[src/rtl/id_fwd_stage.sv]
// Decode-to-execute stage register with operand forwarding, load-use stall
// detection and saturating stall/flush counters.
module id_fwd_stage #(
    parameter int XLEN   = 32,
    parameter int NFWD   = 3,
    parameter int CTRL_W = 16,
    parameter int CNT_W  = 16
) (
    input  logic                   clk,
    input  logic                   rst,
    input  logic                   in_valid,
    output logic                   in_ready,
    input  logic [XLEN-1:0]        pc_in,
    input  logic [XLEN-1:0]        imm_in,
    input  logic [4:0]             rs1,
    input  logic [4:0]             rs2,
    input  logic [4:0]             rd,
    input  logic [CTRL_W-1:0]      ctrl_in,
    input  logic                   reg_write_in,
    input  logic                   mem_read_in,
    input  logic [XLEN-1:0]        rf_rd1,
    input  logic [XLEN-1:0]        rf_rd2,
    input  logic [NFWD-1:0]        fwd_valid,
    input  logic [NFWD-1:0]        fwd_pending,
    input  logic [5*NFWD-1:0]      fwd_addr,
    input  logic [XLEN*NFWD-1:0]   fwd_data,
    input  logic                   flush,
    input  logic                   out_ready,
    output logic                   out_valid,
    output logic [XLEN-1:0]        out_pc,
    output logic [XLEN-1:0]        out_imm,
    output logic [XLEN-1:0]        out_rd1,
    output logic [XLEN-1:0]        out_rd2,
    output logic [4:0]             out_rd,
    output logic [CTRL_W-1:0]      out_ctrl,
    output logic                   out_reg_write,
    output logic                   out_mem_read,
    output logic                   hazard,
    output logic [CNT_W-1:0]       stall_cnt,
    output logic [CNT_W-1:0]       flush_cnt
);

    localparam logic [CNT_W-1:0] CNT_MAX = '1;

    logic [XLEN-1:0] op1, op2;
    logic            pend1, pend2;
    logic            adv, load;

    // Walk oldest to youngest so the youngest matching channel overwrites.
    always_comb begin
        op1   = rf_rd1;
        op2   = rf_rd2;
        pend1 = 1'b0;
        pend2 = 1'b0;
        for (int i = NFWD - 1; i >= 0; i--) begin
            if (fwd_valid[i] && (fwd_addr[i*5 +: 5] == rs1)) begin
                op1   = fwd_data[i*XLEN +: XLEN];
                pend1 = fwd_pending[i];
            end
            if (fwd_valid[i] && (fwd_addr[i*5 +: 5] == rs2)) begin
                op2   = fwd_data[i*XLEN +: XLEN];
                pend2 = fwd_pending[i];
            end
        end
        if (rs1 == 5'd0) begin
            op1   = '0;
            pend1 = 1'b0;
        end
        if (rs2 == 5'd0) begin
            op2   = '0;
            pend2 = 1'b0;
        end
    end

    assign hazard   = in_valid & (pend1 | pend2);
    assign adv      = ~out_valid | out_ready;
    assign in_ready = adv & ~hazard & ~flush;
    assign load     = in_valid & in_ready;

    // Every bubble clears the data fields, which covers the hazard case.
    always_ff @(posedge clk or posedge rst) begin
        if (rst) begin
            out_valid     <= 1'b0;
            out_pc        <= '0;
            out_imm       <= '0;
            out_rd1       <= '0;
            out_rd2       <= '0;
            out_rd        <= '0;
            out_ctrl      <= '0;
            out_reg_write <= 1'b0;
            out_mem_read  <= 1'b0;
        end else if (flush || (adv && !load)) begin
            out_valid     <= 1'b0;
            out_pc        <= '0;
            out_imm       <= '0;
            out_rd1       <= '0;
            out_rd2       <= '0;
            out_rd        <= '0;
            out_ctrl      <= '0;
            out_reg_write <= 1'b0;
            out_mem_read  <= 1'b0;
        end else if (load) begin
            out_valid     <= 1'b1;
            out_pc        <= pc_in;
            out_imm       <= imm_in;
            out_rd1       <= op1;
            out_rd2       <= op2;
            out_rd        <= rd;
            out_ctrl      <= ctrl_in;
            out_reg_write <= reg_write_in;
            out_mem_read  <= mem_read_in;
        end
    end

    always_ff @(posedge clk or posedge rst) begin
        if (rst) begin
            stall_cnt <= '0;
            flush_cnt <= '0;
        end else begin
            if (hazard && !flush && (stall_cnt != CNT_MAX))
                stall_cnt <= stall_cnt + 1'b1;
            if (flush && out_valid && (flush_cnt != CNT_MAX))
                flush_cnt <= flush_cnt + 1'b1;
        end
    end

endmodule

[config.mk]
export PLATFORM = sky130hd
export DESIGN_NAME = id_fwd_stage
export DESIGN_NICKNAME = d
export VERILOG_FILES = /design/src/rtl/id_fwd_stage.sv
export SDC_FILE = /design/constraint.sdc
export NUM_CORES = 1
export LEC_CHECK = 0
export ABC_AREA = 1
export ABC_CLOCK_PERIOD_IN_PS = 7360
export CORE_AREA = 3 3 181 183
export DETAILED_ROUTE_END_ITERATION = 10
export DIE_AREA = 0 0 184 186
export PLACE_DENSITY_LB_ADDON = 0.3
export SETUP_SLACK_MARGIN = 0.4
export SYNTH_ARGS = -nofsm -noshare
export SYNTH_HDL_FRONTEND = slang
export SYNTH_SLANG_ARGS = --single-unit
[constraint.sdc]
create_clock -name clk -period 7.36 [get_ports clk]
set_input_delay 1.472 -clock clk [delete_from_list [all_inputs] [get_ports clk]]
set_output_delay 1.472 -clock clk [all_outputs]
set_load 0.02 [all_outputs]
# Yosys cells after proc, flatten, opt, wreduce, memory -nomap -nowiden
# Cells that the tools add are included.
[word_totals]
output_inout_bits = 186
word_cells = 81
register_bits = 184
[classes]
n_eq_ne = 8
addsub = 2
bitwise = 9
n_reduce_logical = 17
muxes = 34
[ops]
columns = ["operator", "n"]
rows = [
  ["$mux 32", 16],
  ["$add 16x1->16 const B", 2],
  ["$mux 16", 2],
  ["$ne 16x16->1 const B", 2],
  ["$eq 5x5->1", 6],
  ["$mux 1", 14],
  ["$logic_and 1x1->1", 11],
  ["$logic_not 5->1", 2],
  ["$mux 5", 2],
  ["$and 1x1->1", 4],
  ["$not 1->1", 3],
  ["$logic_not 1->1", 2],
  ["$or 1x1->1", 2],
  ["$reduce_bool 2->1", 1],
  ["$logic_or 1x1->1", 1],
]

# Depth between registers and ports, before layout
# Gate-level depths: netlist (run 1).
[logic_depth]
ltp_word = 16
depth_mapped = 14
depth_no_buf = 13

# Least setup slack after synthesis (run 1)
# Ideal clock, no wire load.
[synth_timing]
path_kind = "input-to-output"
start = "in rs1[2]"
end = "out in_ready"
t_required_ns = 5.888
arrival_ns = 2.879
n_path_buf = 0
stages = 12
path_slack_ns = 3.009
path_cell_list = "inv_1 nor2_1 nor2_1 nand3b_4 nor2_4 nor2_1 nand2_1 nand2_2 nand2_4 inv_1 nor2_1 nor2_1"
[synth_between]
elab_chain_len = 11
elab_cells_between_ends = 16
cone_classes = "eq/ne: 3; mux: 4; bitwise: 5; reduce/logical: 4"
[synth_lines]
columns = ["item", "line", "source"]
rows = [
  ["start, declared", "15", "input logic [4:0] rs1,"],
  ["$eq 5x5->1", "56", "if (fwd_valid[i] && (fwd_addr[i*5 +: 5] == rs1)) begin"],
  ["$logic_and 1x1->1", "56", ""],
  ["$mux 1 (3 in a row)", "56", ""],
  ["$mux 1 (*)", "65", "if (rs1 == 5'd0) begin"],
  ["$or 1x1->1 (*)", "75", "assign hazard = in_valid & (pend1 | pend2);"],
  ["$and 1x1->1 (*)", "75", ""],
  ["named net hazard", "38", "output logic hazard,"],
  ["$not 1->1 (*)", "77", "assign in_ready = adv & ~hazard & ~flush;"],
  ["$and 1x1->1 (*) (2 in a row)", "77", ""],
  ["end, declared", "12", "output logic in_ready,"],
]
# The timed path passes the listed nets; every way through them passes the cells marked *.

# Worst setup path in the final report (run 1)
[layout_timing]
start = "in rs2[3]"
end = "out hazard"
[layout_between]
elab_chain_len = 8
elab_cells_between_ends = 13
cone_classes = "eq/ne: 3; mux: 4; bitwise: 2; reduce/logical: 4"
[layout_lines]
columns = ["item", "line", "source"]
rows = [
  ["start, declared", "16", "input logic [4:0] rs2,"],
  ["$eq 5x5->1", "60", "if (fwd_valid[i] && (fwd_addr[i*5 +: 5] == rs2)) begin"],
  ["$logic_and 1x1->1", "60", ""],
  ["$mux 1 (3 in a row)", "60", ""],
  ["$mux 1 (*)", "69", "if (rs2 == 5'd0) begin"],
  ["$or 1x1->1 (*)", "75", ""],
  ["$and 1x1->1 (*)", "75", ""],
  ["end, declared", "38", ""],
]
# Every way passes the cells marked *; elsewhere a longest branch is shown, timed or not.

==> results of run 1 <==
-- path summary, 6_finish.rpt --
| check | start | endpoint | slack, ns | cells past startpoint |
|---|---|---|---|---|
| max reg2reg | out_valid | out_imm[14] | 4.77 | 6 |
| max in group asynchronous | rst | out_ctrl[14] | 4.38 | 3 |
| min in group asynchronous | rst | out_imm[21] | 1.65 | 2 |
| min reg2reg | out_ctrl[13] | out_ctrl[13] | 0.48 | 2 |
| max | rs2[3] | hazard | 1.18 | 14 |
| min | out_ctrl[13] | out_ctrl[13] | 0.48 | 2 |
-- routing by layer --
layer	GRT usage	vias up	wire [um]
li1	-	5739	-
met1	0.329	5584	18500
met2	0.417	486	21900
met3	0.0446	64	2860
met4	0.110	2	1480
met5	0	-	13
-- state kept, by name, summed over array words and instances, names as in the netlist --
name and count:
out_rd 5, stall_cnt 16, flush_cnt 16, out_ctrl 16, out_pc 32, out_rd1 32
out_valid 1, out_rd2 32, out_reg_write 1, out_mem_read 1, out_imm 32
-- cell usage after synthesis (all sizes together) (2+ instances only) --
master	number	area, um^2
inv	268	1010
dfrtp	184	4600
clkinv	2	7.51
a21o	32	240
a21oi	6	30.0
buf	40	245
xor2	17	149
xnor2	12	105
nor2	178	693
nand3	119	608
o211ai	33	248
ha	2	25.0
nand4	26	178
nand2	396	1500
nor3	6	30.0
o21ai	190	1250
nor4	6	37.5
clkbuf	45	170
-- power by group through the flow --
stage               registers [uW]  clock network (uW)  logic (uW)
CTS                           1120                1020         701
floorplan                     1210                   0         246
global route                  1130                1060         752
global placement              1140                   0         694
finish                        1120                 995         696
detailed placement            1140                   0         698
-- stage by stage --
step / cells / area, um^2
floorplan: 1567 / 11200
global placement: 2368 / 16100
detailed placement: 2368 / 16100
CTS: 2400 / 16700
global route: 2414 / 16800
finish: 2414 / 16800
-- cell type report --
type                            instances  area, um^2  area share
Multi-Input combinational cell       1028        5170       0.308
Timing Repair Buffer                  484        4820       0.287
Sequential cell                       184        4600       0.274
Inverter                              270        1020      0.0608
Tap cell                              402         503      0.0300
Clock buffer                           17         425      0.0254
Clock inverter                         15         208      0.0124
Antenna cell                           14        35.0     0.00209
-- tightest hold or removal path, stage by stage, from the launching register on --
cell and delay [ns]:
dfrtp_1 0.34, nand2_1 0.06, o21ai_2 0.05
-- kinds of logic (layout without fill, tap and decap cells) --
kind of cell,Yosys count,in the layout,share of synthesized area
DFF,184,184,0.412
and+or+nand+nor,733,733,0.275
other,0,14,0
muxes,1,1,0.00101
adders and majority gates,2,2,0.00224
AOI/OAI and AO/OA,263,263,0.160
buffers and inverters,355,786,0.128
xor gates and xnor gates,29,29,0.0227
==> qor.txt, run 1 <==
Status = finished clean
LEAKAGE = 0.00822 uW
Sequential area share after synthesis = 0.412
Worst-Margin Slew = 1.24 ns
Fin crit share = 0.840
Post-CTS Hold Buffers = 0
Post-synth EDFFs = 0
FMAX = 162 MHz
Critical path's top delay family = simple AND/OR/NAND/NOR gates
Final wirelength = 44.7 mm
RSZ-0062 raised after global routing = no
Total Routing Usage GR = 0.253
Setup TNS = 0 ns
Sequential power share = 0.399
Vias = 11,875
Clock transition at path regs = 0.07 ns
Root buf cell = clkbuf_16
Grt ovf = 0
Clock sink count = 184
Clock H-tree levels = 4
Hold_ws = 0.482 ns
GPL Wtd Cong = 0.924
Quantity of I/O buffers inserted on ports = 468
Cell mode on critical path = nor2_1
Pre-antenna DRT Iters = 5
Mapped cell area = 11,200 um^2
Hold Violations, Final = 0
Worst Path Buf+Inv = 4
Max IR drop VDD = 0.167 mV
Final worst setup slack = 1.18 ns
Drc violations = 0
Drt initial violations = 1,004
P_sw = 885 uW
Fill cells = 3,000
Mean Syn Cell Area = 7.14 um^2
Net count, final = 2,270
Total die area = 34,200 um^2
Worst skew pair latency = 0.44 ns
Mean routed wirelength per cell = 18.5 um
Core Region = 31,400 um^2
Most frequent cells in the layout = clkdlybuf4s50_1, nand2_1, inv_1
Max-cap viol count = 0
Die Wd = 184 um
Row cnt = 65
Final Max Tran Viols = 0
Final setup violation count = 0
Share of cells above drive strength 1 = 0.0766
Post-CTS Resized = 0
Total power = 2810 uW
Final HPWL DP = 33.6 mm
Routed Antenna Nets = 0
Comb pwr share = 0.247
First-pass GRT wire length = 67.3 mm
Power Density = 168 nW/um^2
Initial antenna violation count = 15
Die H = 186 um
Vias in the first global route = 11,522
Crit path kind = input port to primary output
Synth Flop Type = dfrtp_1
Synthesized Nets = 1,852
Vias per cell = 4.92
Post-CTS Setup Bufs = 0
CP arrival = 4.71 ns
Largest net degree at the start of global routing = 129
Commonest non-fill, non-tap cell in the layout = clkdlybuf4s50_1
Crit. End Element = primary output
TritonCTS buffer count = 17
Clock group share of total power = 0.353
Hold WC Path Type = register to register
Worst slack, placed = 1.29 ns
Post-synth cell types = 35
Synth warn = 0
Pint = 1930 uW
CP max stage delay = 0.69 ns
Initial Util = 0.356
Fraction of registers with async set/reset = 1.00
CP required = 5.89 ns
Relative slew slack = 0.173
Crit path max fanout = 25
Io pins = 469
Layout area overhead = 50.1%
Synthesized instance count = 1,567
Sw frac = 0.315
Critical path launch point type = input port
CTS max path bufs = 2
Final Util = 0.535
Crit-path cells = clkdlybuf4s50_1, inv_1, nand2_1, nand2_1, nor2_1, nand3_2, nor2_1, nor2_1, nand2_1, nand2_2, nand2_4, inv_1, nor2_1, clkdlybuf4s50_1
Synth Register Bits = 184
Skew final = 0.0143 ns
Slowest CP cell = clkdlybuf4s50_1
Min Tclk post-route = 6.18 ns
CTS tree = done
(Power assumes the default switching activity.)
==> inputs of run 2 (changes only) <==
Settings changed: ABC_CLOCK_PERIOD_IN_PS 7360 to 6000.
Clock period 7.36 ns to 6 ns, I/O delays scaled along.
==> run 2 against run 1 <==
Count of clock-buffer cells in the layout is 1 higher. First-iteration DRC count is 6.7% lower. Utilization is 0.10 points higher. Critical endpoint is now in_ready.
==> qor.txt, run 2 (synthesized netlist as in run 1, its figures left out) <==
LEAKAGE = 0.00824 uW (+0.25%)
Placed cell count = 2,374 (+0.25%)
Core Region = 31,400 um^2 (unchanged)
Clock sink count = 184 (unchanged)
Io pins = 469 (unchanged)
Register area = 4600 um^2 (unchanged)
Crit path kind = input port to primary output
Critical path launch point type = input port
Worst-Margin Slew = 1.19 ns (-0.0543 ns)
Crit-path cells = clkdlybuf4s50_1, inv_2, o22ai_1, nor2_4, nand4_1, nand2_1, nand2_2, nand2_4, inv_1, nor2_1, nor2_1, clkdlybuf4s50_1
Total die area = 34,200 um^2 (unchanged)
Share of cells above drive strength 1 = 0.0812 (+0.00464)
First-pass GRT wire length = 66.8 mm (-0.71%)
Worst Path Buf+Inv = 4 (unchanged)
Clock H-tree levels = 4 (unchanged)
Largest net degree at the start of global routing = 157 (+22%)
Vias = 12,026 (+1.3%)
Crit. End Element = primary output
Status = finished clean
Final setup violation count = 0 (unchanged)
CP required = 4.80 ns (-1.09 ns)
Vias per cell = 4.98 (+1.3%)
Crit path max fanout = 18 (-28%)
Post-CTS Hold Buffers = 0 (unchanged)
Setup TNS = 0 ns (unchanged)
Drc violations = 0 (unchanged)
Final Max Tran Viols = 0 (unchanged)
Commonest non-fill, non-tap cell in the layout = clkdlybuf4s50_1
Max IR drop VDD = 0.186 mV (+11%)
Worst slack, placed = 0.412 ns (-0.879 ns)
Grt met1 use = 0.315 (-0.0144)
Multi-input logic area = 5190 um^2 (+0.41%)
Quantity of I/O buffers inserted on ports = 468 (unchanged)
Final Util = 0.536 (+0.00104)
Relative slew slack = 0.209 (+0.0363)
Hold_ws = 0.483 ns (+0.000939 ns)
TritonCTS buffer count = 17 (unchanged)
FMAX = 195 MHz
CTS max path bufs = 2 (unchanged)
Max-cap viol count = 0 (unchanged)
Fin crit share = 0.855
Root buf cell = clkbuf_16
Initial antenna violation count = 5 (-10)
Die Wd = 184 um (unchanged)
Power Density = 204 nW/um^2 (+21%)
Skew final = 0.0183 ns (+0.00402 ns)
Pre-antenna DRT Iters = 5 (unchanged)
RSZ-0062 raised after global routing = no
Most frequent cells in the layout = clkdlybuf4s50_1, nand2_1, inv_1
Slowest CP cell = clkdlybuf4s50_1
CP max stage delay = 0.61 ns (-0.08 ns)
CTS tree = done
Min Tclk post-route = 5.13 ns
Initial Util = 0.356 (unchanged)
Clock transition at path regs = 0.08 ns (about the same)
Met3 GRT Util = 0.0432 (-0.00137)
Total Routing Usage GR = 0.249 (-0.00421)
Final std cells w/o fill = 2,413 (-0.041%)
Final worst setup slack = 0.873 ns (-0.309 ns)
Final wirelength = 44.8 mm (+0.20%)
Hold WC Path Type = register to register
Global Route met2 Usage = 0.430 (+0.0129)
Row cnt = 65 (unchanged)
Hold Violations, Final = 0 (unchanged)
CP arrival = 3.93 ns (-0.78 ns)
Fill cells = 3,011 (+0.37%)
Vias in the first global route = 11,719 (+1.7%)
Mean routed wirelength per cell = 18.6 um (+0.25%)
Routed Antenna Nets = 0 (unchanged)
Layout area overhead = 50.3%
Net count, final = 2,279 (+0.40%)
Drt initial violations = 937 (-6.7%)
Worst skew pair latency = 0.44 ns (about the same)
Final HPWL DP = 32.7 mm (-2.5%)
Die H = 186 um (unchanged)
Critical path's top delay family = buffers and inverters
GPL Wtd Cong = 0.914 (-1.0%)
Grt ovf = 0 (unchanged)
Layer with the highest usage = met2
[run 2: cell types whose count changed in the layout (fill, tap and decap cells not counted), sizes merged]
cell | before | now
buf | 16 | 24
bufinv | 2 | 0
clkbuf | 17 | 18
clkinvlp | 0 | 2
diode | 14 | 4
inv | 274 | 273
nor2 | 178 | 179
[run 2: worst paths after layout]
kind | slack [ns] | to | start | depth (start not counted)
setup / recovery | 0.87 | in_ready | rs1[1] | 12
hold reg to reg | 0.48 | out_rd[3] | out_rd[3] | 2
max in group asynchronous | 3.50 | out_rd1[25] | rst | 3
hold / removal | 0.48 | out_rd[3] | out_rd[3] | 2
min in group asynchronous | 1.21 | out_ctrl[3] | rst | 2
setup reg to reg | 3.65 | stall_cnt[13] | stall_cnt[0] | 9
[run 2: final cells by class]
| type | count | area share |
|---|---|---|
| Inverter | 270 | 0.0605 |
| Clock inverter | 14 | 0.0103 |
| Antenna cell | 4 | 0.000595 |
| Sequential cell | 184 | 0.274 |
| Multi-Input combinational cell | 1029 | 0.309 |
| Clock buffer | 18 | 0.0261 |
| Tap cell | 402 | 0.0299 |
| Timing Repair Buffer | 492 | 0.290 |
[run 2: routing by layer]
layer / share of wire / wire [um]
met1: 0.40 / 18100
met3: 0.067 / 3020
met2: 0.50 / 22200
met5: 0.00045 / 20
met4: 0.032 / 1410
[run 2: worst register-to-register path, cell delays in order (launching register included)]
cell and delay (ns):
dfrtp_1 0.45, ha_1 0.27, nand3_1 0.21, nor2_1 0.15
nand4_1 0.12, nand2_1 0.08, clkinv_1 0.44, nand3_4 0.41
nand2_1 0.10, nand2_1 0.07
[run 2: repair_timing]
action | CTS | global route
endpoints found under the setup margin | 0 | 2
buffers inserted | 0 | 2
resized for setup | 0 | 0
[run 2: power breakdown]
part	switching (uW)	internal, uW
registers	62.0	1320
clock network	607	579
logic	449	411
total	1120	2300
[run 2: through the flow]
| step | total power (uW) | instance area (um^2) |
|---|---|---|
| floorplan | 1790 | 11200 |
| finish | 3420 | 16800 |
| CTS | 3450 | 16800 |
| global placement | 2250 | 16200 |
| global route | 3570 | 16800 |
| detailed placement | 2260 | 16200 |
==> inputs of run 3 (changes only) <==
Settings changed: CORE_AREA 3 3 181 183 to 2 2 180 182, DIE_AREA 0 0 184 186 to 0 0 182 184.
==> run 3 against run 2 <==
Wire length down 2.6%. Via count down 1.2%. Non-clock buffer count down 4. Sequential share of layout area about the same. Combinational power about the same. Worst hold slack worse by 0.0026 ns. Die area down 2.2%. Largest cell class unchanged. Critical endpoint is now hazard. Sequential power about the same. First-iteration DRC count up 8.4%.
==> qor.txt, run 3 (synthesized netlist as in run 1, its figures left out) <==
FMAX = 199 MHz (+2.1%)
CP max stage delay = 0.66 ns (+0.05 ns)
Slowest CP cell = clkdlybuf4s50_1
Crit-path cells = clkdlybuf4s50_1, inv_1, nor2_1, nor2_1, nand3b_4, nor2_4, buf_4, a21boi_2, nand2_2, nand2_4, inv_1, nor2_1, clkdlybuf4s50_1
Largest net degree at the start of global routing = 185 (+18%)
Setup TNS = 0 ns (unchanged)
WHS Path Cells = 2 (unchanged)
Grt ovf = 0 (unchanged)
Initial Util = 0.356 (unchanged)
Final instance area = 16,800 um^2 (-0.14%)
Clock sink count = 184 (unchanged)
Vias = 11,886 (-1.2%)
Clock transition at path regs = 0.07 ns (about the same)
Final HPWL DP = 31.9 mm (-2.4%)
Row cnt = 65 (unchanged)
Post-CTS Hold Buffers = 0 (unchanged)
Critical path launch point type = input port
Wl on met1 = 17.4 mm (-3.8%)
TritonCTS buffer count = 17 (unchanged)
Total die area = 33,500 um^2 (-2.2%)
Worst-Margin Slew = 1.27 ns (+0.0825 ns)
Skew final = 0.0116 ns (-0.00672 ns)
Commonest non-fill, non-tap cell in the layout = clkdlybuf4s50_1
Vias per cell = 4.93 (-1.1%)
Placed Area = 16,200 um^2 (about the same)
First-pass GRT wire length = 66.4 mm (-0.51%)
Core Region = 31,400 um^2 (unchanged)
Hold WC Path Type = register to register
GPL Wtd Cong = 0.924 (+1.1%)
Final wirelength = 43.6 mm (-2.6%)
Register area = 4600 um^2 (unchanged)
Post-CTS Setup Bufs = 0 (unchanged)
Pre-antenna DRT Iters = 5 (unchanged)
Placed cell count = 2,372 (-0.084%)
Clock H-tree levels = 4 (unchanged)
Min Tclk post-route = 5.02 ns (-0.106 ns)
Initial antenna violation count = 8 (+3)
Status = finished clean
Drc violations = 0 (unchanged)
Final std cells w/o fill = 2,412 (-0.041%)
Max IR drop VDD = 0.200 mV (+7.4%)
Net count, final = 2,274 (-0.22%)
Most frequent cells in the layout = clkdlybuf4s50_1, nand2_1, inv_1
Crit path max fanout = 18 (unchanged)
Drt initial violations = 1,016 (+8.4%)
Quantity of I/O buffers inserted on ports = 468 (unchanged)
CP arrival = 3.82 ns (-0.11 ns)
R2R cell count = 6 (-3)
Worst Path Buf+Inv = 5 (+1)
Relative slew slack = 0.154 (-0.0551)
Io pins = 469 (unchanged)
Worst skew pair latency = 0.44 ns (about the same)
RSZ-0062 raised after global routing = no
LEAKAGE = 0.00822 uW (-0.15%)
Met2 wire len = 21.8 mm (-1.9%)
Fin crit share = 0.837 (-0.0176)
Share of cells above drive strength 1 = 0.0784 (-0.00279)
Top Metal Used = met4
Crit path kind = input port to primary output
CTS tree = done
Final worst setup slack = 0.978 ns (+0.106 ns)
Met3 wire len = 2.96 mm (-2.2%)
Max-cap viol count = 0 (unchanged)
Mean routed wirelength per cell = 18.1 um (-2.5%)
Fill cells = 3,014 (+0.10%)
Power Density = 203 nW/um^2 (-0.25%)
CTS max path bufs = 2 (unchanged)
CP required = 4.80 ns (about the same)
Final Max Tran Viols = 0 (unchanged)
Total Routing Usage GR = 0.256 (+0.00636)
Die Wd = 182 um (-1.1%)
Die H = 184 um (-1.1%)
Critical Path Stages = 13 (+1)
Post-CTS Resized = 0 (unchanged)
Cell mode on critical path = nor2_1
Hold Violations, Final = 0 (unchanged)
Root buf cell = clkbuf_16
Layout area overhead = 50.1%
Multi-input logic area = 5170 um^2 (-0.41%)
Routed Antenna Nets = 0 (unchanged)
Vias in the first global route = 11,642 (-0.66%)
Crit. End Element = primary output
Worst slack, placed = 0.989 ns (+0.577 ns)
Final setup violation count = 0 (unchanged)
Critical path's top delay family = buffers and inverters
[run 3: changes by cell type in the layout (fill, tap and decap cells not counted), sizes merged]
cell and change:
buf -4, nor2 -1, inv +1, bufinv +1
clkbuf -1, clkinv -1, diode +4
[run 3: through the flow]
| stage | hold slack (ns) | util | total power (uW) |
|---|---|---|---|
| after floorplan | 0.593 | - | 1790 |
| after global placement | 0.464 | 0.515 | 2250 |
| after detailed placement | 0.467 | 0.515 | 2260 |
| after CTS | 0.485 | 0.534 | 3450 |
| after global routing | 0.501 | 0.535 | 3560 |
| final | 0.481 | 0.535 | 3410 |
[run 3: worst min-delay path, cell delays in order (launching register included)]
cell	delay, ns
dfrtp_1	0.34
nand2_1	0.06
o21ai_2	0.05
[run 3: path summary, 6_finish.rpt]
check / start / to / slack [ns]
max: rs1[2] / hazard / 0.98
min: out_rd[1] / out_rd[1] / 0.48
max reg2reg: out_valid / out_ctrl[7] / 3.44
min reg2reg: out_rd[1] / out_rd[1] / 0.48
max in group asynchronous: rst / out_rd2[20] / 3.76
min in group asynchronous: rst / out_imm[18] / 1.33
[run 3: power by group]
part           total (uW)  switching [uW]  leakage [uW]  internal, uW
Sequential           1380            61.6       0.00249          1320
Clock                1180             577      0.000294           599
Combinational         857             446       0.00544           411
[run 3: layout make-up]
cell class / count / share of cell area
multi-input cells: 1028 / 0.308
diodes: 8 / 0.00119
repair buffers: 488 / 0.290
clock inverters: 15 / 0.0107
flip-flops and latches: 184 / 0.274
clock buffers: 17 / 0.0253
inverters: 270 / 0.0606
well taps: 402 / 0.0300
[run 3: routing by layer]
layer / vias to the layer above / GRT usage
met5: - / 0
met4: 0 / 0.113
met3: 91 / 0.0412
met2: 577 / 0.441
met1: 5492 / 0.316
li1: 5726 / -
